## src/rtl/flag_pkg.sv

```systemverilog
// flag_pkg: shared widths, FSM encoding and defaults for the flag sequencer
package flag_pkg;
  localparam int FLAG_IDX_W = 8;
  localparam int DEFAULT_AUTO_FRAMES = 180;
  typedef enum logic {S_MANUAL = 1'b0, S_AUTO = 1'b1} state_t;
endpackage

```

## src/rtl/btn_frame_sampler.sv

```systemverilog
// btn_frame_sampler: 2-FF sync, frame-rate sample and rising-edge press pulse
module btn_frame_sampler (
  input  logic clk,
  input  logic rst,
  input  logic frame_tick,
  input  logic btn,
  output logic press
);
  logic s1, s2, smp, armed;
  // armed blocks a press until the button has been seen released, so a
  // button held through reset does not fire on release of reset
  always_ff @(posedge clk)
    if (rst) begin
      s1 <= 1'b0;
      s2 <= 1'b0;
      smp <= 1'b0;
      armed <= 1'b0;
    end else begin
      s1 <= btn;
      s2 <= s1;
      if (frame_tick) begin
        smp <= s2;
        armed <= armed | ~s2;
      end
    end
  assign press = frame_tick & s2 & ~smp & armed;
endmodule

```

## src/rtl/flag_sequencer.sv

```systemverilog
// flag_sequencer: frame-synchronous flag selector with manual and auto-advance modes
module flag_sequencer
  import flag_pkg::*;
#(
  parameter int AUTO_FRAMES = DEFAULT_AUTO_FRAMES,
  parameter int CNT_W = 16
) (
  input  logic                  clk,
  input  logic                  rst,
  input  logic                  frame_tick,
  input  logic                  btn_next,
  input  logic                  btn_prev,
  input  logic                  auto_en,
  input  logic [FLAG_IDX_W-1:0] count,
  output logic [FLAG_IDX_W-1:0] selector,
  output logic                  changed,
  output logic                  auto_active
);
  localparam logic [CNT_W-1:0] LAST = CNT_W'(AUTO_FRAMES - 1);
  logic a1, a2, pn, pp, expiry, adv, back;
  state_t state, state_n;
  logic [CNT_W-1:0] dwell, dwell_n;
  logic [FLAG_IDX_W-1:0] sel_n;
  btn_frame_sampler u_next (.clk(clk), .rst(rst), .frame_tick(frame_tick), .btn(btn_next), .press(pn));
  btn_frame_sampler u_prev (.clk(clk), .rst(rst), .frame_tick(frame_tick), .btn(btn_prev), .press(pp));
  // selector>=count also covers count==0; simultaneous presses cancel out
  always_comb begin
    state_n = frame_tick ? (a2 ? S_AUTO : S_MANUAL) : state;
    expiry = frame_tick && state == S_AUTO && a2 && dwell == LAST;
    adv = expiry | (pn & ~pp);
    back = pp & ~pn;
    sel_n = !frame_tick ? selector :
            selector >= count ? '0 :
            adv ? (selector == count - 8'd1 ? '0 : selector + 8'd1) :
            back ? (selector == 8'd0 ? count - 8'd1 : selector - 8'd1) : selector;
    dwell_n = state_n != state ? '0 :
              !(frame_tick && state == S_AUTO) ? dwell :
              (expiry || (pn ^ pp)) ? '0 : dwell + CNT_W'(1);
  end
  always_ff @(posedge clk)
    if (rst) begin
      a1 <= 1'b0;
      a2 <= 1'b0;
      state <= S_MANUAL;
      dwell <= '0;
      selector <= '0;
      changed <= 1'b0;
    end else begin
      a1 <= auto_en;
      a2 <= a1;
      state <= state_n;
      dwell <= dwell_n;
      selector <= sel_n;
      changed <= sel_n != selector;
    end
  assign auto_active = state == S_AUTO;
endmodule

```

## config.mk

```make
export PLATFORM = sky130hd
export DESIGN_NAME = flag_sequencer
export DESIGN_NICKNAME = d
export VERILOG_FILES = /design/src/rtl/flag_pkg.sv /design/src/rtl/btn_frame_sampler.sv /design/src/rtl/flag_sequencer.sv
export SDC_FILE = /design/constraint.sdc
export NUM_CORES = 1
export LEC_CHECK = 0
export ABC_AREA = 1
export ABC_CLOCK_PERIOD_IN_PS = 6900
export CAP_MARGIN = 20
export CORE_MARGIN = 3
export CORE_UTILIZATION = 40
export DETAILED_ROUTE_END_ITERATION = 10
export PLACE_DENSITY = 0.61
export SLEW_MARGIN = 20
export SYNTH_ARGS = -nofsm -noshare
export SYNTH_HDL_FRONTEND = slang
export SYNTH_SLANG_ARGS = --single-unit
```

## constraint.sdc

```tcl
create_clock -name clk -period 6.9 [get_ports clk]
set_input_delay 0.69 -clock clk [delete_from_list [all_inputs] [get_ports clk]]
set_output_delay 0.69 -clock clk [all_outputs]
set_load 0.005 [all_outputs]
```

* Yosys cells after proc, flatten, opt, wreduce, memory -nomap -nowiden
Cells that the tools add are included.
Word-level totals: flip-flop bits (word level) 36
Operators by class: reductions and logical operators 6, equal/unequal tests 4, add/sub/neg operators 4, order comparisons 1, bitwise operators 18, mux-type cells 9
Operator list (number):
- $mux W8 | 6
- $add A16 B1 Y16 const B | 1
- $eq A16 B8 Y1 const B | 1
- $mux W16 | 1
- $sub A8 B1 Y8 const B | 2
- $add A8 B1 Y8 const B | 1
- $and A1 B1 Y1 | 8
- $eq A8 B8 Y1 | 1
- $ge A8 B8 Y1 | 1
- $logic_not A8 Y1 | 1
- $ne A8 B8 Y1 | 1
- $not A1 Y1 | 6
- $logic_and A1 B1 Y1 | 3
- $or A1 B1 Y1 | 3
- $mux W1 | 2
- $reduce_or A2 Y1 | 1
- $logic_or A1 B1 Y1 | 1
- $ne A1 B1 Y1 | 1
- $xor A1 B1 Y1 | 1

* Longest topological paths before layout
word-level depth 10, depth in mapped cells 20, mapped depth without buffers 20

* Cells and area by module
Synthesis repeated with hierarchy kept, for this count alone.
Second synthesis, totals: cells, all modules 439, area, all modules 2750.1 um^2
Modules (own cells, without submodules):
- flag_sequencer | cells an instance 403, seq. area each 560.5 um^2, instances 1, area an instance 2457.4 um^2
- btn_frame_sampler | cells an instance 18, seq. area each 80.1 um^2, instances 2, area an instance 146.4 um^2

* Worst setup path after synthesis
Ideal clock, no wire load.
kind input -> register, start point input port frame_tick, end point register changed, data arrival time 2634 ps, library setup time 128 ps, path slack 4139 ps, path buffers 2, data required time 6772 ps, stages on the path 19, cells stage by stage buf_4 -> inv_1 -> clkbuf_1 -> nor4_1 -> inv_1 -> ha_1 -> inv_1 -> nor2_1 -> xor2_1 -> o21ai_1 -> nand2_1 -> nor2_1 -> nand2_1 -> nand3_1 -> nand2_1 -> nor2_1 -> nand2_1 -> nor2_1 -> nor2_1
Between the ends: cells in the longest elaborated chain, start to end 10, elaborated cells on any way between the ends 19
RTL lines:
- from (decl) | RTL line flag_sequencer.sv:10 | input logic frame_tick,
- $and A1 B1 Y1 (3 in series) | RTL line btn_frame_sampler.sv:26 | assign press = frame_tick & s2 & ~smp & armed;
- $not A1 Y1 (on tied branches) | RTL line flag_sequencer.sv:31, flag_sequencer.sv:30
- $and A1 B1 Y1 (on tied branches) | RTL line flag_sequencer.sv:31, flag_sequencer.sv:30
- $mux W8 / $or A1 B1 Y1 (equally long branches) | RTL line flag_sequencer.sv:35, flag_sequencer.sv:30
- $mux W8 | RTL line flag_sequencer.sv:34 | adv ? (selector == count - 8'd1 ? '0 : selector + 8'd1) :
- $mux W8 | RTL line flag_sequencer.sv:33 | selector >= count ? '0 :
- $mux W8 * | RTL line flag_sequencer.sv:32 | sel_n = !frame_tick ? selector :
- $ne A8 B8 Y1 * | RTL line flag_sequencer.sv:54 | changed <= sel_n != selector;
- to (signal assigned) | RTL line flag_sequencer.sv:54
- to (decl) | RTL line flag_sequencer.sv:16 | output logic changed,
Mark *: on every way between the ends. The rest lies on a longest branch, timed or not. A chain may end at the register's enable or synchronous reset.

* Final worst setup path
Ends and elaborated chain as after synthesis.

==> flow_summary.toml <==
[timing]
clock-skew-final_ps = 10.9
grt_setup_unrepaired = "false"
tightestPinTransition_ps = 708
fmax_mhz = 245
layout_min_cycle_time_ps = 4090
final-max-slew-violation-count = 0
max-slew-margin-rel_pct = 52.7
final_report_hold_violation_count = 0
setup_viol = 0
final_min_period_over_clock_period_pct = 59.3
final_setup_tns_ps = 0

[critical_path]
critical_path_required_ps = 7040
critical_path_class = "input pin to flip-flop"
crit_path_end_kind = "flip-flop"
worst-endpoint-arrival_ps = 4230
worst_case_register_to_register_setup_slack_ps = 4260
timing.reg2reg.worst_path_depth = 15
critical_path.max_fanout = 20
start_kind = "input pin"

[route]
drtPass1Iterations = 4
drt_initial_violations = 138
postRouteWirelength_mm = 6.15
detail_route.wl_per_cell_um = 11.5
postRouteAntennaNets = 0
post-route-drc-count = 0
via_count = 2653
via_per_inst = 4.96

[floorplanning]
floorplan.core_area_um2 = 6420
design.die.area_um2 = 7690
io-pin-count = 24
dieHeight_um = 87.7
rows = 29
fp.dieW_um = 87.7
initial_utilization_pct = 41.6

[yosys]
mappedNetlistArea_um2 = 2670
ys_flop_type = "dfxtp_1"
post-synth-top-count-cell = "nand2_1"
postSynthAreaPerCell_um2 = 6.11
fraction_of_registers_with_async_set_reset_pct = 0
synth.net_count = 465
post_synth_top_area_cell = "dfxtp_1"
synth_cell_type_count = 33
synth-edff-count = 0
post_synth_most_frequent_cells = "129 x nand2_1, 67 x nor2_1, 50 x inv_1"
post_synth_main_area_contributors = "dfxtp_1 27%, nand2_1 18%, nor2_1 9.4%"
synthesis.instances = 437
synthDominantCellAreaShare_pct = 27.0
synth.yosys.seq_area_share_pct = 27.0
ys_ff_latch = 36
ys.warnings.count = 0

[cts]
clock_tree.root_cell = "clkbuf_8"
tritoncts.num_buffers = 5
cts-hold-fix-buffers = 0
htreeDepth = 2
clock_latency_ps = 280
post_cts.resized_instances = 0
postCtsSetupBuffers = 0
clock_tree_from_tritoncts = "built"
tritoncts_num_sinks = 36
clkSlewWorstSetupHoldPaths_ps = 70
max-clock-path-buffers = 2

[global_routing]
global_route.overflow_total = 0
number_of_antenna_violations_at_the_first_check_in_global_routing = 0
grt_pass1_wl_mm = 10.7
grt_pass1_vias = 2392
grt_use_total_pct = 17.1
pin_count_of_the_biggest_net_entering_global_routing = 22

[place]
gp_congestion = 0.849
io_buffers = 23
dp_hpwl_mm = 4.82

[job]
max_cap_viol_count = 0

[final_layout]
layout-drive-gt1-share_pct = 5.68
top_reg_by_flops = "dwell"
areaGrowthSynthToFinish_pct = 13.3
max_ffs_per_register = 16
antenna-diode-count = 0
fillers = 696
reg_top3 = "dwell (16), selector (8)"
nNetsFinal = 485

[power]
static-leakage-power_nw = 1.39
peakVddDrop_uv = 145
p_total_mw = 0.438
p_per_area_nw_per_um2 = 145

[hold_path]
hold_depth = 2
timing.hold.worst.class = "flip-flop to flip-flop"

[run_status]
result_of_the_run = "finished clean"
-- worst paths after layout --
check                  start   endpoint
setup / recovery  frame_tick    changed
hold / removal     u_prev.s1  u_prev.s2
setup reg to reg  u_prev.smp    changed
hold reg to reg    u_prev.s1  u_prev.s2
-- routing by layer --
layer	part of all wire [%]	wire length [um]	global-route usage, %
met5	0	0	0
met3	2.7	168	2.54
met4	1.0	64	4.32
met1	49	3030	22.3
met2	47	2890	29.6
-- cells by family (layout without fill, tap and decap cells) --
family	after synthesis	after routing	share of synthesized area, %
buffers and inverters	68	89	10.6
flip-flops	36	36	27.0
AO/OA/AOI/OAI	41	41	8.48
adder cells (fa/ha/maj)	14	14	6.56
XOR/XNOR	11	11	3.61
AND/OR/NAND/NOR	267	267	43.8
-- worst max-delay path, stage by stage --
cell	delay (ps)
clkdlybuf4s50_1	920
inv_1	360
nor4_1	490
ha_1	520
inv_1	160
nor2_1	160
xor2_1	70
o21ai_1	130
nand2_1	60
nor2_1	160
nand2_1	100
nand3_1	70
nand2_1	70
nor2_1	90
nand2_1	60
nor2_1	80
nor2_1	40
-- power by group --
| group | total, mW | internal (mW) | switching [mW] | leakage [nW] |
|---|---|---|---|---|
| registers | 0.218 | 0.213 | 0.00442 | 0.293 |
| logic | 0.0668 | 0.0271 | 0.0397 | 1.05 |
| clock network | 0.154 | 0.0811 | 0.0729 | 0.0445 |
-- metrics by stage --
step	cells	hold WS, ps	setup slack [ps]	utilization (%)	area [um^2]
after floorplan	437	388	4140	-	2670
after global placement	527	391	2680	45.6	2930
after detailed placement	527	397	2600	45.6	2930
after CTS	535	407	2870	47.1	3030
after global routing	535	419	2490	47.1	3030
final	535	406	2810	47.1	3030
-- cell type report --
cell class              count  area, um^2  area share (%)
clock inverters             1        7.51           0.248
inverters                  58         218            7.20
repair buffers             23         230            7.61
multi-input cells         333        1670            55.1
well taps                  77        96.3            3.18
clock buffers               7        86.3            2.85
flip-flops and latches     36         721            23.8
-- placed cells by master (no fill, tap or decap) --
cell type	count
nor3_4	1
nor2_2	3
nand3_4	1
o211ai_1	2
nor2_1	67
clkbuf_8	6
clkdlybuf4s50_1	23
nand4_1	6
o21ai_0	9
xor2_1	9
dfxtp_1	36
clkinv_1	1
or2_2	1
o2111ai_1	1
nand3_2	3
nor3_2	1
nand2_4	1
xnor2_1	2
nor3b_1	2
a21oi_1	18
nand3_1	38
clkinvlp_4	1
inv_2	7
inv_1	50
nor4_1	3
nand2_1	129
ha_1	14
nor2_4	1
nor3_1	10
o21ai_1	7
a211oi_1	2
a221oi_1	2
clkbuf_1	1
Power figures use the tool's default switching activity.
